## src/rtl/sigdel_pkg.sv

```systemverilog
// Shared sizing for the sigma-delta decimator and its CIC stages.
// Latency: none (constants and sizing functions only).
// Backpressure: not applicable.
package sigdel_pkg;

  localparam int SIGDEL_OUT_W  = 8;
  localparam int SIGDEL_LOG2_R = 8;

  // Internal CIC word width: large enough that the final comb output
  // (at most R^K) is represented exactly, given modulo-2^W arithmetic.
  function automatic int sigdel_word_w(input int k, input int log2_r);
    return k * log2_r + 1;
  endfunction

  // Right shift that maps the full-scale raw result R^K onto OUT_W bits.
  function automatic int sigdel_out_shift(input int k, input int log2_r, input int out_w);
    return k * log2_r - out_w;
  endfunction

endpackage

```

## src/rtl/sigdel_cic_stage.sv

```systemverilog
// One CIC integrator plus one comb, both W bits wide, arithmetic modulo 2^W.
// Latency: integrator registered; comb output is combinational from comb_in.
// Backpressure: none; int_en (bit_vld) and comb_en (dec) stall each half.
module sigdel_cic_stage #(
  parameter int W = 9
) (
  input  logic         clk,
  input  logic         rst_n,
  input  logic         int_en,
  input  logic         comb_en,
  input  logic [W-1:0] int_in,
  input  logic [W-1:0] comb_in,
  output logic [W-1:0] acc,
  output logic [W-1:0] comb_out
);

  logic [W-1:0] z;

  // Comb difference against the value captured at the previous decimation.
  assign comb_out = comb_in - z;

  // Integrator advances on every valid bit; comb delay loads on decimation.
  always_ff @(posedge clk) begin
    if (!rst_n) begin
      acc <= '0;
      z   <= '0;
    end else begin
      if (int_en)  acc <= acc + int_in;
      if (comb_en) z   <= comb_in;
    end
  end

endmodule

```

## src/rtl/sigdel_decim.sv

```systemverilog
// Sigma-delta bitstream to PCM decoder: sinc-K CIC decimator, ratio 2^LOG2_R.
// Latency: sample registered on the edge consuming the R-th valid bit.
// Backpressure: none; bit_vld=0 freezes all state. Macro SIGDEL_DECIM_SINC2_EN selects K=2.
module sigdel_decim
  import sigdel_pkg::*;
#(
  parameter int LOG2_R = SIGDEL_LOG2_R,
  parameter int OUT_W  = SIGDEL_OUT_W
) (
  input  logic             clk,
  input  logic             rst_n,
  input  logic             bit_in,
  input  logic             bit_vld,
  output logic [OUT_W-1:0] pcm_out,
  output logic             pcm_vld,
  output logic             pcm_sat
);

`ifdef SIGDEL_DECIM_SINC2_EN
  localparam int K = 2;
`else
  localparam int K = 1;
`endif
  localparam int W     = sigdel_word_w(K, LOG2_R);
  localparam int SHIFT = sigdel_out_shift(K, LOG2_R, OUT_W);
  localparam logic [OUT_W-1:0] PCM_MAX = '1;

  logic [LOG2_R-1:0] cnt;
  logic              dec;
  logic              emit;
  logic [W-1:0]      bit_ext;
  logic [W-1:0]      acc_top_nxt;
  logic [W-1:0]      raw;
  logic [W-1:0]      scaled;
  logic              sat_c;

  assign bit_ext = {{(W-1){1'b0}}, bit_in};
  assign dec     = bit_vld && (cnt == {LOG2_R{1'b1}});

`ifdef SIGDEL_DECIM_SINC2_EN
  logic [W-1:0] acc1, acc2, c1, c2;
  logic         warm_q;

  // Top integrator value including the bit consumed this cycle.
  assign acc_top_nxt = acc2 + acc1;

  sigdel_cic_stage #(.W(W)) u_stage1 (
    .clk      (clk),
    .rst_n    (rst_n),
    .int_en   (bit_vld),
    .comb_en  (dec),
    .int_in   (bit_ext),
    .comb_in  (acc_top_nxt),
    .acc      (acc1),
    .comb_out (c1)
  );

  sigdel_cic_stage #(.W(W)) u_stage2 (
    .clk      (clk),
    .rst_n    (rst_n),
    .int_en   (bit_vld),
    .comb_en  (dec),
    .int_in   (acc1),
    .comb_in  (c1),
    .acc      (acc2),
    .comb_out (c2)
  );

  assign raw  = c2;
  assign emit = dec && warm_q;

  // First decimation after reset only primes the comb delays.
  always_ff @(posedge clk) begin
    if (!rst_n)   warm_q <= 1'b0;
    else if (dec) warm_q <= 1'b1;
  end
`else
  logic [W-1:0] acc1, c1;

  assign acc_top_nxt = acc1 + bit_ext;

  sigdel_cic_stage #(.W(W)) u_stage1 (
    .clk      (clk),
    .rst_n    (rst_n),
    .int_en   (bit_vld),
    .comb_en  (dec),
    .int_in   (bit_ext),
    .comb_in  (acc_top_nxt),
    .acc      (acc1),
    .comb_out (c1)
  );

  assign raw  = c1;
  assign emit = dec;
`endif

  // Full scale R^K lands one past PCM_MAX after scaling, so it must clamp.
  assign scaled = raw >> SHIFT;
  assign sat_c  = scaled > {{(W-OUT_W){1'b0}}, PCM_MAX};

  // Position within the current decimation window.
  always_ff @(posedge clk) begin
    if (!rst_n)       cnt <= '0;
    else if (bit_vld) cnt <= cnt + LOG2_R'(1);
  end

  // Output register: pcm_out holds between samples, strobes pulse once.
  always_ff @(posedge clk) begin
    if (!rst_n) begin
      pcm_out <= '0;
      pcm_vld <= 1'b0;
      pcm_sat <= 1'b0;
    end else begin
      pcm_vld <= emit;
      pcm_sat <= emit && sat_c;
      if (emit) pcm_out <= sat_c ? PCM_MAX : scaled[OUT_W-1:0];
    end
  end

endmodule

```

## config.mk

```make
export PLATFORM = sky130hd
export DESIGN_NAME = sigdel_decim
export DESIGN_NICKNAME = d
export VERILOG_FILES = /design/src/rtl/sigdel_pkg.sv /design/src/rtl/sigdel_cic_stage.sv /design/src/rtl/sigdel_decim.sv
export SDC_FILE = /design/constraint.sdc
export NUM_CORES = 1
export LEC_CHECK = 0
export CAP_MARGIN = 20
export CORE_MARGIN = 2
export CORE_UTILIZATION = 48
export CTS_BUF_LIST = sky130_fd_sc_hd__clkbuf_16
export DETAILED_ROUTE_END_ITERATION = 16
export PLACE_DENSITY = 0.75
export SLEW_MARGIN = 5
export SYNTH_ARGS = -nofsm -noshare
export SYNTH_HDL_FRONTEND = slang
export SYNTH_HIERARCHICAL = 1
export SYNTH_SLANG_ARGS = --single-unit
```

## constraint.sdc

```tcl
create_clock -name clk -period 6.6 [get_ports clk]
set_input_delay 1.32 -clock clk [delete_from_list [all_inputs] [get_ports clk]]
set_output_delay 1.32 -clock clk [all_outputs]
set_load 0.005 [all_outputs]
```

Word-level counts from Yosys, hierarchy flattened
Cells that the tools add are included.
- bits of input ports: 4
- output and inout bits: 10
- bits in registers: 36
- logic and storage cells: 14
- eq/ne operators: 1
- add/subtract/negate cells: 3
- reduce and logical (&&, ||, !) cells: 2
- muxes and demuxes: 1
- $lt $le $gt $ge: 1
- operators with widths (kind ; number):
    9-bit by 1-bit adder with 9-bit output ; 1
    9-bit by 8-bit > comparator with 1-bit output, second input constant ; 1
    9-bit subtractor ; 1
    8-bit by 1-bit adder with 8-bit output, second input constant ; 1
    8-bit == test, second input constant ; 1
    8-bit 2-to-1 mux ; 1
    1-bit logical AND ; 2

Logic depth before layout (Yosys ltp)
Gate-level depths: netlist of the first run.
- word-level depth: 4
- depth in mapped cells: 11
- mapped depth without buffers: 11

By module
Netlist of the first run, hierarchy kept.
- modules (own cells, without submodules) (module ; area an instance (um^2) ; seq. area each (um^2) ; times used ; cells an instance):
    sigdel_cic_stage ; 1343.8 ; 360.3 ; 1 ; 149
    sigdel_decim ; 879.6 ; 360.3 ; 1 ; 95

Worst setup path before layout of the first run
No wires, ideal clock.
- path kind: input port to flip-flop
- start: input port bit_in
- end: register pcm_out[0]
- buffers on the path: 0
- arrival time: 3.376 ns
- slack: 3.152 ns
- setup time: 0.072 ns
- stages on the path: 11
- data required time: 6.528 ns
- cells stage by stage: ha_1 -> ha_1 -> inv_1 -> fa_1 -> nor2b_1 -> o21ai_1 -> a21oi_1 -> o22ai_1 -> xnor2_1 -> o21ai_0 -> mux2i_1
- cells in the longest elaborated chain, start to end: 4
- ends and longest elaborated chain (item ; line ; RTL):
    start, declared ; sigdel_decim.sv:12 ; input logic bit_in,
    9-bit by 1-bit adder with 9-bit output ; sigdel_decim.sv:80 ; assign acc_top_nxt = acc1 + bit_ext;
    via acc_top_nxt[1] ; sigdel_decim.sv:32 ; logic [W-1:0] acc_top_nxt;
    9-bit subtractor ; sigdel_cic_stage.sv:20 ; assign comb_out = comb_in - z;
    via c1[8] ; sigdel_decim.sv:78 ; logic [W-1:0] acc1, c1;
    9-bit by 8-bit > comparator with 1-bit output ; sigdel_decim.sv:99 ; assign sat_c = scaled > {{(W-OUT_W){1'b0}}, PCM_MAX};
    8-bit 2-to-1 mux ; sigdel_decim.sv:116 ; if (emit) pcm_out <= sat_c ? PCM_MAX : scaled[OUT_W-1:0];
    end signal, assigned ; sigdel_decim.sv:116 ;
    end, declared ; sigdel_decim.sv:14 ; output logic [OUT_W-1:0] pcm_out,
The timed path passes the listed nets, and every way through them passes these cells.
A chain may end at the register's enable or synchronous reset.

Worst setup path in the final report of the first run
- start: input port bit_in
- end: register pcm_out[3]
The elaborated chain is that of the path after synthesis.

==> impl_metrics.toml, run 1 <==
[status]
status = "complete, no violations"

[synthesis]
synthesis.area_um2 = 2220
synth-compound-area-share_pct = 11.5
synth_edf_count = 0
synth_cell_type_count = 41
synth.avg_cell_area_um2 = 9.11
synth_flop_cell = "dfxtp_1"
synth_top_family_by_area = "simple AND/OR/NAND/NOR gates"
synth_cells = 244
synthMuxAreaShare_pct = 10.4
seq_area_frac_synth_pct = 32.4
yosys_warnings = 6
synthSimpleGateAreaFrac_pct = 20.3
synth_adder_area_share_pct = 12.5
synth-xor-area-share_pct = 9.06
ys_ff_latch = 36
async_reset_ff_share_pct = 0

[worst_hold_path]
worstHoldEndpoint = "pcm_out[0]"
hp-start = "pcm_out[0]"
whs_path_depth = 2
hp-class = "reg2reg"

[timing]
setup_violations = 0
rsz0062_at_grt = "no"
min_period_ns = 4.10
whs_ns = 0.456
drv_slew = 0
fmax_mhz = 244
hold_viol = 0
worst_pin_slew_ns = 0.835
max_slew_margin_pct = 44.1
finalSetupTns_ns = 0
period_share_pct = 62.1
fin_worst_skew_ns = 0.00471

[pwr]
total_power_w = 0.000624
p_per_area_nw_per_um2 = 242
vdd_drop_max_mv = 0.166
leakagePower_nw = 1.02

[final_layout]
finish.utilization_pct = 58.4
drive_above_1_share_pct = 5.22
final-instance-count-excl-fill = 320
layout_commonest_cell = "dfxtp_1"
diodes = 0
seq_area_um2 = 721
finalNetCount = 292
area_delta_synth_final_pct = 15.9
num-fill-cells = 396
multi_input_area_um2 = 1460
mostFrequentLayoutCells = "36 x dfxtp_1, 23 x mux2i_1, 20 x nor2b_1, 19 x xnor2_1, 19 x ha_1"

[drt]
detail_route.iter0.violations = 52
antenna_left = 0
drt_wl_total_um = 3950
drtPass1Iterations = 4
vias = 1721
wire_per_inst_um = 12.3
viasPerCell = 5.38
drc = 0

[setup_path]
slowest_delay_ns = 0.56
crit_path_frequent_cell = "ha_1"
regToRegSetupSlack_ns = 3.69
path_cells = "clkdlybuf4s50_1 > ha_1 > ha_1 > inv_1 > fa_1 > nor2b_1 > o21ai_1 > a21oi_1 > o22ai_1 > xnor2_1 > o21ai_0 > mux2i_1"
crit_path_end_kind = "flop"
path_max_fanout = 9
critPathRequiredTime_ns = 6.80
crit_arrival_ns = 4.30
startpoint_type = "primary input"
worstReg2RegEnd = "pcm_out[3]"
crit_type = "in2reg"
ff2ff_path_depth = 11
critPathSlowestCell = "xnor2_1"
r2r-start = "u_stage1/acc[0]"

[global_route]
grt_pass1_vias = 1702
grt_max_degree = 51
grt_usage_pct = 17.0
antenna_found_initial = 0
grt_pass1_wl_um = 7130
grt-ovfl-total = 0

[cts]
numCtsBuffers = 5
worstSkewPairLatency_ns = 0.28
cts_root_buf = "clkbuf_16"
ctsLongestPathBuffers = 2
cts_setup_buffers = 0
clk_pin_slew_worst_paths_ns = 0.05
tritoncts = "built"
cts_resized = 0
cts_hold_buf = 0
htree_num_levels = 2
cts.sink_count = 36

[placement]
io_buffers = 13
hpwl_um = 2660
place_inst = 311
place_congestion = 0.844

[flow_run]
drv_cap = 0

[floorplan]
fp.coreArea_um2 = 4410
row_count = 24
die-area_um2 = 5190
die_h_um = 72.1
initial_utilization_pct = 50.4
ios = 14
die_w_um = 72.1
-- logic make-up after synthesis --
logic type,Yosys count
AO/OA/AOI/OAI,41
XOR/XNOR,23
adder cells (fa/ha/maj),21
buffers and inverters,19
flip-flops,36
multiplexers,23
other,1
AND/OR/NAND/NOR,80
-- report_power, final --
| part | total (W) | leakage (nW) | internal (W) | switching [W] |
|---|---|---|---|---|
| registers | 0.000239 | 0.292 | 0.000227 | 0.0000123 |
| clock network | 0.000223 | 0.0710 | 0.000137 | 0.0000865 |
| logic | 0.000161 | 0.658 | 0.0000741 | 0.0000873 |
| total | 0.000624 | 1.02 | 0.000438 | 0.000186 |
-- per-layer routing --
layer / up-vias / share of wire, % / track usage [%]
met1: 810 / 48 / 20.6
met2: 16 / 48 / 29.1
met5: - / 0 / 0
met3: 9 / 2.4 / 4.44
li1: 886 / - / -
met4: 0 / 1.6 / 5.66
-- cell type report --
type / count / share of cell area, %
Timing Repair Buffer: 15 / 5.93
Inverter: 11 / 1.60
Sequential cell: 36 / 28.0
Clock buffer: 5 / 4.86
Tap cell: 52 / 2.53
Clock inverter: 3 / 0.534
Multi-Input combinational cell: 198 / 56.6
-- worst max-delay path: cells and delay by family --
family                   cells  cell delay, ns
adder cells (fa/ha/maj)      3            1.03
AO/OA/AOI/OAI                4            0.59
XOR/XNOR                     1            0.56
buffers and inverters        2            0.51
multiplexers                 1            0.17
AND/OR/NAND/NOR              1            0.13
-- synthesized netlist by cell type (5+ instances only) --
| library cell | n | share of area [%] |
|---|---|---|
| nand3_1 | 5 | 1.1 |
| dfxtp_1 | 36 | 32 |
| ha_1 | 19 | 11 |
| inv_1 | 11 | 1.9 |
| nor2_1 | 8 | 1.4 |
| nor2b_1 | 20 | 5.6 |
| nand2_1 | 18 | 3.0 |
| and2_1 | 5 | 1.4 |
| xnor2_1 | 19 | 7.5 |
| mux2i_1 | 23 | 10 |
| a21oi_1 | 7 | 1.6 |
| nand4_1 | 7 | 2.0 |
| o21ai_0 | 16 | 3.6 |
-- registers in the layout (all words and copies together), names as in the netlist --
| register | flops |
|---|---|
| cnt | 8 |
| pcm_out | 8 |
| pcm_sat | 1 |
| pcm_vld | 1 |
| u_stage1/acc | 9 |
| u_stage1/z | 9 |
-- metrics by stage --
stage | cell area [um^2] | worst slack (ns)
after floorplan | 2260 | 3.15
after global placement | 2420 | 2.43
after detailed placement | 2420 | 2.26
after CTS | 2560 | 2.49
after global routing | 2580 | 2.20
final | 2580 | 2.50
-- worst max-delay path by stage --
stage	startpoint	endpoint	slack (ns)	depth (start not counted)
floorplan	bit_in	pcm_out[0]	3.15	11
CTS	bit_in	pcm_out[1]	2.49	12
finish	bit_in	pcm_out[3]	2.50	12
global route	bit_in	pcm_out[1]	2.20	12
global placement	bit_in	pcm_out[0]	2.43	12
detailed placement	bit_in	pcm_out[1]	2.26	12
Power figures use the tool's default switching activity.
==> run 2: changes to the inputs <==
- PLACE_DENSITY: 0.75 -> 0.77
- clock period: 6.6 -> 3.6 ns (I/O delays scaled with it)
==> run 2 against run 1 <==
Compared with the run above:
- worst hold slack got worse by 0.0025 ns
- sequential share of layout area down 0.054 points
- clock power grew 76%
- critical path depth stayed put
- global-route usage down 0.98 points
- combinational power is 85% higher
- cell count is 0.31% higher
- flip-flop and latch count did not move
==> impl_metrics.toml, run 2 (synthesis gave the netlist of run 1 again) <==
[worst_hold_path]
hp-class = "reg2reg"
whs_path_depth = 2

[final_layout]
mostFrequentLayoutCells = "36 x dfxtp_1, 23 x mux2i_1, 20 x nor2b_1, 19 x ha_1"
area_delta_synth_final_pct = 16.1
diodes = 0
drive_above_1_share_pct = 5.20
finalNetCount = 293
top_regs = "u_stage1/acc (9), u_stage1/z (9)"
layout_commonest_cell = "dfxtp_1"

[pwr]
vdd_drop_max_mv = 0.191
total_power_w = 0.00113
p_clk_share_pct = 34.7
switching_share_pct = 28.8
power_switching_w = 0.000326
internal_power_w = 0.000805
p_per_area_nw_per_um2 = 438
leakagePower_nw = 1.03
p_seq_share_pct = 38.9
comb_power_share_pct = 26.4

[global_route]
grt_pass1_wl_um = 6620
grt_pass1_vias = 1557
grt_usage_pct = 16.0
grt_max_degree = 28
antenna_found_initial = 0
grt-ovfl-total = 0

[cts]
tritoncts = "built"
cts.sink_count = 36
cts_hold_buf = 0
ctsLongestPathBuffers = 2
cts_setup_buffers = 0
cts_resized = 0
numCtsBuffers = 5
htree_num_levels = 2
cts_root_buf = "clkbuf_16"
clk_pin_slew_worst_paths_ns = 0.05
worstSkewPairLatency_ns = 0.27

[timing]
whs_ns = 0.453
rsz0062_at_grt = "no"
period_share_pct = 87.8
drv_slew = 0
finalSetupTns_ns = 0
hold_viol = 0
min_period_ns = 3.16
fmax_mhz = 316
fin_worst_skew_ns = 0.00344
max_slew_margin_pct = 52.7
worst_pin_slew_ns = 0.708
setup_violations = 0

[drt]
drt_wl_total_um = 3770
drtPass1Iterations = 4
viasPerCell = 5.26
wire_per_inst_um = 11.7
drc = 0
antenna_left = 0
vias = 1690
detail_route.iter0.violations = 89

[setup_path]
ff2ff_path_depth = 11
crit_arrival_ns = 3.36
crit_type = "in2reg"
crit_path_end_kind = "flop"
startpoint_type = "primary input"
critPathRequiredTime_ns = 3.80
path_max_fanout = 9

[placement]
place_congestion = 0.838
io_buffers = 13
hpwl_um = 2780

[flow_run]
drv_cap = 0

[floorplan]
row_count = 24
die-area_um2 = 5190
die_h_um = 72.1
die_w_um = 72.1
initial_utilization_pct = 50.4
ios = 14
fp.coreArea_um2 = 4410

[status]
status = "complete, no violations"
## run 2: stage by stage
step / std cells / worst slack [ns] / utilization, % / instance area (um^2)
final: 321 / 0.438 / 58.5 / 2580
after global routing: 321 / 0.174 / 58.5 / 2580
after CTS: 321 / 0.308 / 58.3 / 2570
after detailed placement: 313 / 0.0140 / 55.2 / 2440
after global placement: 313 / 0.0780 / 55.2 / 2440
after floorplan: 253 / 0.752 / - / 2260
## run 2: per-layer routing
metal,routed length (um),vias up,GRT usage (%)
met2,1860,24,27.9
met4,81,0,7.13
li1,-,891,-
met3,100,6,2.92
met5,0,-,0
met1,1730,769,19.0
## run 2: final timing paths
| check | endpoint | slack [ns] | startpoint |
|---|---|---|---|
| worst max-delay path | pcm_out[6] | 0.44 | bit_in |
| worst min-delay path | pcm_out[0] | 0.45 | pcm_out[0] |
| worst max register to register | pcm_out[6] | 1.02 | u_stage1/acc[0] |
| worst min register to register | pcm_out[0] | 0.45 | pcm_out[0] |
## run 2: final cells by class
class / instances / area [um^2]
repair buffers: 16 / 153
clock inverters: 3 / 11.3
fillers: 386 / 1830
inverters: 11 / 41.3
flip-flops and latches: 36 / 721
clock buffers: 5 / 125
well taps: 52 / 65.1
multi-input cells: 198 / 1470
## run 2: critical path: stages
cell	delay, ns
clkdlybuf4s50_1	0.43
ha_1	0.25
ha_1	0.34
inv_1	0.07
fa_1	0.43
nor2b_1	0.12
o21ai_1	0.07
a21oi_1	0.16
o22ai_1	0.15
xnor2_2	0.31
o21ai_0	0.16
mux2i_1	0.14
## run 2: power groups by stage
stage	Combinational, W	Sequential (W)	Clock (W)
detailed placement	0.000287	0.000448	0
CTS	0.000289	0.000440	0.000407
floorplan	0.000241	0.000441	0
global placement	0.000282	0.000447	0
finish	0.000298	0.000440	0.000393
global route	0.000340	0.000443	0.000421
==> run 3: changes to the inputs <==
- PLACE_DENSITY: 0.77 -> 0.75
- clock period: 3.6 -> 3 ns (I/O delays scaled with it)
==> run 3 against run 2 <==
Compared with the run above:
- total power up 41%
- worst setup slack worse by 0.079 ns
- worst hold slack better by 0.0021 ns
- combinational power grew 64%
- sequential power increased by 20%
- critical path type unchanged
- highest routed layer unchanged
==> impl_metrics.toml, run 3 (synthesis gave the netlist of run 1 again) <==
[flow_run]
drv_cap = 0

[placement]
place_inst = 329
place_congestion = 0.797
hpwl_um = 2890
dpl_cell_area_um2 = 2560
io_buffers = 13
dpl_worst_slack_ns = -0.427

[floorplan]
die_w_um = 72.1
die-area_um2 = 5190
row_count = 24
fp.coreArea_um2 = 4410
initial_utilization_pct = 50.4
die_h_um = 72.1
ios = 14

[global_route]
grt-ovfl-total = 0
antenna_found_initial = 0
grt_usage_pct = 16.9
grt_pass1_vias = 1670
grt_max_degree = 44
grt_pass1_wl_um = 7040

[drt]
drt_wl_total_um = 4310
viasPerCell = 5.29
antenna_left = 0
detail_route.iter0.violations = 58
drc = 0
vias = 1794
wire_per_inst_um = 12.7
drtPass1Iterations = 4

[setup_path]
startpoint = "bit_in"
critPathSlowestCell = "or3_4"
slowest_delay_ns = 0.40
regToRegSetupSlack_ns = 0.46
worstReg2RegEnd = "pcm_out[7]"
crit_path_end_kind = "flop"
ff2ff_path_depth = 11
path_max_fanout = 5
crit_type = "in2reg"
r2r-start = "u_stage1/acc[0]"
startpoint_type = "primary input"
crit_path_frequent_cell = "ha_2"
crit_arrival_ns = 2.80
critPathRequiredTime_ns = 3.16
path_cells = "dlymetal6s2s_1 > ha_2 > ha_4 > buf_4 > nand2_1 > xnor2_2 > ha_2 > or3_4 > o22ai_4 > xnor2_4 > o21ai_1 > mux2i_1"

[pwr]
power_switching_w = 0.000470
comb_power_share_pct = 30.5
p_seq_share_pct = 33.0
switching_share_pct = 29.4
p_clk_share_pct = 36.4
leakagePower_nw = 1.16
total_power_w = 0.00160
internal_power_w = 0.00113
vdd_drop_max_mv = 0.361
p_per_area_nw_per_um2 = 567

[cts]
numCtsBuffers = 5
cts_hold_buf = 0
htree_num_levels = 2
worstSkewPairLatency_ns = 0.28
ctsLongestPathBuffers = 2
clk_pin_slew_worst_paths_ns = 0.05
cts.sink_count = 36
cts_root_buf = "clkbuf_16"
tritoncts = "built"

[final_layout]
finalNetCount = 311
final-instance-count-excl-fill = 339
mostFrequentLayoutCells = "36 x dfxtp_1, 23 x mux2i_1, 20 x nor2b_1, 20 x buf_4, 18 x nand2_1"
stdcell_area_um2 = 2820
area_delta_synth_final_pct = 26.9
diodes = 0
finish.utilization_pct = 63.9
layout_commonest_cell = "dfxtp_1"
drive_above_1_share_pct = 15.0
top_regs = "u_stage1/acc (9), u_stage1/z (9)"

[timing]
min_period_ns = 2.64
fmax_mhz = 379
rsz0062_at_grt = "no"
worst_pin_slew_ns = 0.709
fin_ws_ns = 0.359
period_share_pct = 88.0
max_slew_margin_pct = 52.4
fin_worst_skew_ns = 0.00520
drv_slew = 0
hold_viol = 0
setup_violations = 0

[worst_hold_path]
hp-class = "reg2reg"
worstHoldEndpoint = "pcm_out[6]"
whs_path_depth = 2
hp-start = "pcm_out[6]"

[status]
status = "complete, no violations"
[run 3: worst max-delay path, delay by kind of cell]
| family | cells | cell delay, ns |
|---|---|---|
| fa+ha+maj | 3 | 0.60 |
| simple gates | 2 | 0.52 |
| compound gates | 2 | 0.46 |
| buf+inv | 2 | 0.27 |
| xor+xnor | 2 | 0.26 |
| mux | 1 | 0.08 |
[run 3: worst max-delay path by stage]
stage	endpoint	slack, ns	depth (start not counted)
floorplan	pcm_out[0]	0.27	11
global placement	pcm_out[1]	-0.42	12
detailed placement	pcm_out[5]	-0.43	12
CTS	pcm_out[5]	0.003	12
global route	pcm_out[0]	0.23	12
finish	pcm_out[7]	0.36	12
[run 3: layer usage]
| metal | global-route usage [%] | wire (um) |
|---|---|---|
| met3 | 4.58 | 109 |
| met2 | 29.8 | 2160 |
| met1 | 20.1 | 1980 |
| met4 | 5.03 | 56 |
| met5 | 0 | 0 |
[run 3: stage by stage]
stage	hold WS, ns	TNS [ns]
2_1_floorplan	0.451	0
3_3_place_gp	0.446	-3.50
3_5_place_dp	0.448	-3.69
4_1_cts	0.461	0
5_1_grt	0.466	0
6_report	0.455	0
[run 3: final cells by class]
cell class | count | area, um^2
Clock buffer | 5 | 125
Clock inverter | 3 | 38.8
Fill cell | 365 | 1590
Inverter | 11 | 41.3
Multi-Input combinational cell | 199 | 1550
Sequential cell | 36 | 721
Tap cell | 52 | 65.1
Timing Repair Buffer | 33 | 283
[run 3: timing repair]
item / in CTS / in global routing
endpoints found under the setup margin: 9 / 9
resized for setup: 2 / 20
buffers inserted: 0 / 1
pin swaps: 1 / 8
gates cloned: 0 / 1
[run 3: power by group through the flow]
| stage | Sequential (W) | Combinational, W | Clock [W] |
|---|---|---|---|
| floorplan | 0.000529 | 0.000289 | 0 |
| detailed placement | 0.000537 | 0.000382 | 0 |
| CTS | 0.000527 | 0.000399 | 0.000596 |
| finish | 0.000528 | 0.000489 | 0.000583 |
| global placement | 0.000536 | 0.000376 | 0 |
| global route | 0.000532 | 0.000540 | 0.000614 |
